<file path="config.mk">
export PLATFORM = sky130hd
export DESIGN_NAME = alu_share_arb
export DESIGN_NICKNAME = d
export VERILOG_FILES = /design/src/rtl/alu_arb_pkg.sv /design/src/rtl/rr_arb2.sv /design/src/rtl/alu_share_arb.sv
export SDC_FILE = /design/constraint.sdc
export NUM_CORES = 1
export LEC_CHECK = 0
export ABC_AREA = 1
export BUFFER_PORTS_ARGS = -buffer_cell sky130_fd_sc_hd__buf_2
export CORE_ASPECT_RATIO = 0.8
export CORE_UTILIZATION = 44
export DETAILED_ROUTE_END_ITERATION = 8
export GPL_ROUTABILITY_DRIVEN = 0
export PLACE_DENSITY = 0.87
export SYNTH_ARGS = -nofsm -noshare
export SYNTH_HDL_FRONTEND = slang
export SYNTH_SLANG_ARGS = --single-unit
</file>
<file path="constraint.sdc">
create_clock -name Clk -period 1.6 [get_ports Clk]
set_input_delay 0.08 -clock Clk [delete_from_list [all_inputs] [get_ports Clk]]
set_output_delay 0.08 -clock Clk [all_outputs]
set_load 0.02 [all_outputs]
</file>
<file path="src/rtl/alu_arb_pkg.sv">
`default_nettype none
// ============================================================================
//  Module      : alu_arb_pkg
//  Description : Shared types and default widths for the two-client ALU
//                sharing controller (FSM states, owner encoding).
//  Revision    : 1.0 - initial release
// ============================================================================
package alu_arb_pkg;

    localparam int WIDTH_DEF  = 32;
    localparam int ALUC_W_DEF = 2;
    localparam int CNT_W_DEF  = 16;

    // Controller states; explicit 2-bit encoding
    typedef enum logic [1:0] {
        ST_IDLE = 2'd0,
        ST_EXEC = 2'd1,
        ST_RESP = 2'd2
    } state_t;

    // Client identity, used for the owner register and the round-robin pointer
    typedef enum logic {
        OWN_A = 1'b0,
        OWN_B = 1'b1
    } owner_t;

endpackage : alu_arb_pkg
`default_nettype wire

</file>
<file path="src/rtl/rr_arb2.sv">
`default_nettype none
// ============================================================================
//  Module      : rr_arb2
//  Description : Combinational two-way round-robin picker. When both clients
//                request, the one not granted last wins.
//  Revision    : 1.0 - initial release
// ============================================================================
module rr_arb2
    import alu_arb_pkg::*;
(
    input  logic   valid_a,
    input  logic   valid_b,
    input  owner_t last,
    output logic   grant_a,
    output logic   grant_b,
    output owner_t winner
);

    // A wins when alone or when B was served last; B symmetrically
    always_comb begin
        grant_a = valid_a & (~valid_b | (last == OWN_B));
        grant_b = valid_b & (~valid_a | (last == OWN_A));
        winner  = grant_b ? OWN_B : OWN_A;
    end

endmodule : rr_arb2
`default_nettype wire

</file>
<file path="src/rtl/alu_share_arb.sv">
`default_nettype none
// ============================================================================
//  Module      : alu_share_arb
//  Description : Shares one ALU between two clients. Round-robin arbitration
//                in IDLE, one EXEC cycle to capture the ALU result, then a
//                valid/ready response to the owning client.
//  Revision    : 1.0 - initial release
// ============================================================================
module alu_share_arb
    import alu_arb_pkg::*;
#(
    parameter int WIDTH  = WIDTH_DEF,
    parameter int ALUC_W = ALUC_W_DEF,
    parameter int CNT_W  = CNT_W_DEF
)(
    input  logic              Clk,
    input  logic              Clrn,
    input  logic              req_valid_a,
    input  logic              req_valid_b,
    output logic              req_ready_a,
    output logic              req_ready_b,
    input  logic [WIDTH-1:0]  req_x_a,
    input  logic [WIDTH-1:0]  req_y_a,
    input  logic [WIDTH-1:0]  req_x_b,
    input  logic [WIDTH-1:0]  req_y_b,
    input  logic [ALUC_W-1:0] req_aluc_a,
    input  logic [ALUC_W-1:0] req_aluc_b,
    output logic              rsp_valid_a,
    output logic              rsp_valid_b,
    input  logic              rsp_ready_a,
    input  logic              rsp_ready_b,
    output logic [WIDTH-1:0]  rsp_r,
    output logic              rsp_z,
    output logic [WIDTH-1:0]  alu_x,
    output logic [WIDTH-1:0]  alu_y,
    output logic [ALUC_W-1:0] alu_aluc,
    input  logic [WIDTH-1:0]  alu_r,
    input  logic              alu_z,
    output logic              busy,
    output logic [CNT_W-1:0]  ops_done
);

    state_t              r_state;
    state_t              w_state_nxt;
    owner_t              r_last;
    owner_t              r_owner;
    logic [WIDTH-1:0]    r_x;
    logic [WIDTH-1:0]    r_y;
    logic [ALUC_W-1:0]   r_aluc;
    logic [WIDTH-1:0]    r_res;
    logic                r_zero;
    logic [CNT_W-1:0]    r_ops;

    logic                w_grant_a;
    logic                w_grant_b;
    owner_t              w_winner;
    logic                w_req_take;
    logic                w_rsp_take;

    rr_arb2 u_rr_arb2 (
        .valid_a (req_valid_a),
        .valid_b (req_valid_b),
        .last    (r_last),
        .grant_a (w_grant_a),
        .grant_b (w_grant_b),
        .winner  (w_winner)
    );

    // Next-state and handshake outputs; ready/valid are forced low in reset
    always_comb begin
        w_state_nxt = r_state;
        w_req_take  = 1'b0;
        w_rsp_take  = 1'b0;
        req_ready_a = 1'b0;
        req_ready_b = 1'b0;
        rsp_valid_a = 1'b0;
        rsp_valid_b = 1'b0;
        case (r_state)
            ST_IDLE: begin
                req_ready_a = Clrn & w_grant_a;
                req_ready_b = Clrn & w_grant_b;
                if (w_grant_a | w_grant_b) begin
                    w_req_take  = 1'b1;
                    w_state_nxt = ST_EXEC;
                end
            end
            ST_EXEC: begin
                w_state_nxt = ST_RESP;
            end
            ST_RESP: begin
                rsp_valid_a = Clrn & (r_owner == OWN_A);
                rsp_valid_b = Clrn & (r_owner == OWN_B);
                // Only the owner's ready counts; the other client is ignored
                w_rsp_take  = (r_owner == OWN_A) ? rsp_ready_a : rsp_ready_b;
                if (w_rsp_take) begin
                    w_state_nxt = ST_IDLE;
                end
            end
            default: begin
                w_state_nxt = ST_IDLE;
            end
        endcase
    end

    // State register
    always_ff @(posedge Clk) begin
        if (!Clrn) begin
            r_state <= ST_IDLE;
        end else begin
            r_state <= w_state_nxt;
        end
    end

    // Operand/result capture, round-robin pointer and completion counter
    always_ff @(posedge Clk) begin
        if (!Clrn) begin
            r_last  <= OWN_B;
            r_owner <= OWN_A;
            r_x     <= '0;
            r_y     <= '0;
            r_aluc  <= '0;
            r_res   <= '0;
            r_zero  <= 1'b0;
            r_ops   <= '0;
        end else begin
            if (w_req_take) begin
                r_owner <= w_winner;
                r_x     <= (w_winner == OWN_B) ? req_x_b    : req_x_a;
                r_y     <= (w_winner == OWN_B) ? req_y_b    : req_y_a;
                r_aluc  <= (w_winner == OWN_B) ? req_aluc_b : req_aluc_a;
            end
            if (r_state == ST_EXEC) begin
                r_res  <= alu_r;
                r_zero <= alu_z;
            end
            if (w_rsp_take) begin
                r_last <= r_owner;
                r_ops  <= r_ops + CNT_W'(1);
            end
        end
    end

    assign alu_x    = r_x;
    assign alu_y    = r_y;
    assign alu_aluc = r_aluc;
    assign rsp_r    = r_res;
    assign rsp_z    = r_zero;
    assign busy     = (r_state != ST_IDLE);
    assign ops_done = r_ops;

endmodule : alu_share_arb
`default_nettype wire

</file>
==> out/results.txt <==
Initial Util -> 46.0%
Antenna Nets Post-Route -> 0
Synth warn -> 0
Slew Limit Fails -> 0
Boundary pin count -> 291
Async set-or-reset flop fraction in the synthesized netlist -> 0%
Switch share -> 31.0%
Worst skew pair latency -> 410 ps
Crit path DAT -> 1490 ps
Initial antenna violation count -> 4
Average vias per placed instance -> 5.81
Post-synth top cells -> dfxtp_1, nand2_1, o21ai_0
IO buf count -> 290
Post-Route Setup TNS -> 0 ps
# rows -> 34
CTS Buffer Depth -> 2
Hold Slack -> 45.5 ps
Area contributors post-synth -> dfxtp_1, o21ai_0, a31oi_1
CTS Sinks -> 119
Vias in the first global route -> 7473
Worst setup EP type -> output port
Final WS setup -> 32.5 ps
Initial DRC Count -> 888
P_sw -> 3.03 mW
Pre-antenna DRT Iters -> 6
Synth top area share -> 46.6%
Hold Crit Class -> in2reg
Pwr Density -> 1080 nW/um^2
Register bit total from synthesis -> 119
Terminus of the critical flop-to-flop path -> alu_x[27]$_SDFFE_PN0P_
Dpl ws -> 179 ps
Result of the run -> complete, no violations
Category of the most critical setup path -> in2out
Met2 routed WL -> 11700 um
Final #Nets -> 1300
Worst EP required -> 1520 ps
Worst-Margin Slew -> 389 ps
All-layer global routing usage -> 41.8%
Count leader, synth -> dfxtp_1
Top sig layer -> met5
CP Capture Point -> req_ready_b
Max Clock Freq -> 0.638 GHz
Area Growth Syn to Fin -> 76.6%
R2R Path Start -> r_state[0]$_SDFFE_PN0P_
# Max-Cap Violations -> 0
Finished Cell Area -> 9020 um^2
Share of cells above drive strength 1 -> 31.2%
Netlist cell types -> 26
Ys flop type -> dfxtp_1
Pint -> 6.74 mW
Area after DPL -> 6650 um^2
Fin cells -> 1293
Worst stage delay on the critical path -> 550 ps
Post-detailed-routing wire length -> 24600 um
Worst ir drop on vdd -> 0.824 mV
Clk slew on worst S/H paths -> 60 ps
Met1 Wirelength -> 8470 um
Post-Route Utilization -> 81.2%
Clock Skews -> 10.3 ps
Mapped Cells -> 693
Average wire per standard cell -> 19.0 um
H-tree depth -> 4
Setup Viol. Count Final -> 0
Post-Syn Area -> 5110 um^2
Setup bufs post-CTS -> 0
Height of the die -> 98.4 um
Core area -> 11100 um^2
Die ar. -> 12000 um^2
Reg2Reg Setup Slack -> 140 ps
Pin count of the biggest net entering global routing -> 87
Via Count -> 7510
Cts bufs inserted -> 17
Synth Net Count -> 865
First-pass GRT wire length -> 38600 um
Fillers -> 634
Hold Path Origin -> rsp_ready_b
P_leak -> 4.33 nW
Syn avg cell area -> 7.37 um^2
Clock Power Share -> 41.3%
Period utilisation layout -> 98.0%
TritonCTS clock tree -> yes
Placed cell count -> 1085
Crit-path max FO -> 26
Placed wire-length estimate -> 11400 um
Root buffer selected by CTS -> clkbuf_16
EDFF count, synth -> 0
Comb pwr share -> 23.1%
Max-slew headroom -> 74.0%
Sequential area share after synthesis -> 46.6%
GRT overflow -> 0
DRC Markers -> 0
Startpoint Class -> input pin
Min Tclk post-route -> 1570 ps
Total power -> 9.77 mW
Critical Path Slowest Stage Cell -> dlygate4sd3_1
Biggest area consumer among synthesized cells -> dfxtp_1
Final hold vios -> 0
Crit-path cells -> dlygate4sd3_1 > buf_2 > nand2_2 > nand2_4 > buf_12 > nor2_1 > buf_4
Chip width -> 122 um
Met3 routed WL -> 2340 um
CP Launch Point -> req_valid_a
Part of the power in registers -> 35.6%
Worst reg-to-reg path cell count -> 6
==> state kept, by name (all words and copies together), names as in the netlist <==
register and flops:
r_owner 1, r_last 1, alu_aluc 2, r_state 2
rsp_z 1, ops_done 16, alu_x 32, alu_y 32
rsp_r 32
==> timing repair <==
action,CTS,global route
endpoints found under the hold margin,102,0
hold buffers,167,0
setup endpoints to repair,1,5
resized for setup,1,9
pin swaps,0,0
cloned,0,1
==> cells by family after synthesis <==
logic type | after synthesis | share of synthesized area, %
xor+xnor | 1 | 0.172
buf+inv | 85 | 7.40
flops | 119 | 46.6
fa+ha+maj | 1 | 0.245
compound gates | 182 | 19.5
simple gates | 305 | 26.0
==> cells in the final DEF, fill, tap and decap left out, types with 3 or more instances in the layout <==
| master | instances |
|---|---|
| a21oi_1 | 7 |
| a31oi_1 | 66 |
| buf_12 | 6 |
| buf_2 | 288 |
| buf_4 | 10 |
| bufinv_16 | 3 |
| clkbuf_16 | 18 |
| clkinv_4 | 3 |
| clkinvlp_4 | 3 |
| dfxtp_1 | 116 |
| dfxtp_2 | 3 |
| diode_2 | 8 |
| dlygate4sd3_1 | 167 |
| inv_1 | 25 |
| inv_2 | 3 |
| inv_6 | 3 |
| nand2_1 | 106 |
| nand2_2 | 3 |
| nand3_1 | 79 |
| nand4_1 | 4 |
| nor2_1 | 99 |
| nor2_4 | 5 |
| nor3_1 | 4 |
| o21ai_0 | 104 |
| o21ai_1 | 3 |
==> power by group through the flow <==
stage | Combinational, mW | Clock (mW) | Sequential [mW]
3_5_place_dp | 1.74 | 0 | 3.47
2_1_floorplan | 0.691 | 0 | 3.83
3_3_place_gp | 1.71 | 0 | 3.47
6_report | 2.26 | 4.03 | 3.48
5_1_grt | 2.40 | 4.21 | 3.50
4_1_cts | 2.06 | 4.02 | 3.42
==> critical path, delay by kind of cell <==
family	cells	cell delay (ps)
buffers and inverters	4	1050
and+or+nand+nor	3	350
==> how the worst min path moves through the flow <==
stage / slack (ps) / to / cells after the start
floorplan: 210 / rsp_r[0]$_SDFFE_PN0N_ / 2
global placement: 300 / rsp_r[9]$_SDFFE_PN0N_ / 3
detailed placement: 310 / rsp_r[7]$_SDFFE_PN0N_ / 3
CTS: 5 / r_last$_SDFFE_PN1P_ / 3
global route: 40 / r_last$_SDFFE_PN1P_ / 3
finish: 50 / r_last$_SDFFE_PN1P_ / 3
==> final cells by class <==
type                    count  area (um^2)  share of cell area [%]
flip-flops and latches    119         2390                    26.5
inverters                  29          109                    1.21
repair buffers            472         3330                    37.0
multi-input cells         489         2370                    26.3
clock inverters            13          170                    1.89
well taps                 144          180                    2.00
clock buffers              19          453                    5.02
diodes                      8         20.0                   0.222
==> metal layers <==
metal | GRT usage (%) | up-vias
met5 | 0 | -
met4 | 31.7 | 2
met3 | 12.9 | 224
met2 | 66.5 | 662
met1 | 46.6 | 3371
li1 | - | 3251
Note: power is estimated with default switching activity, not from simulation.
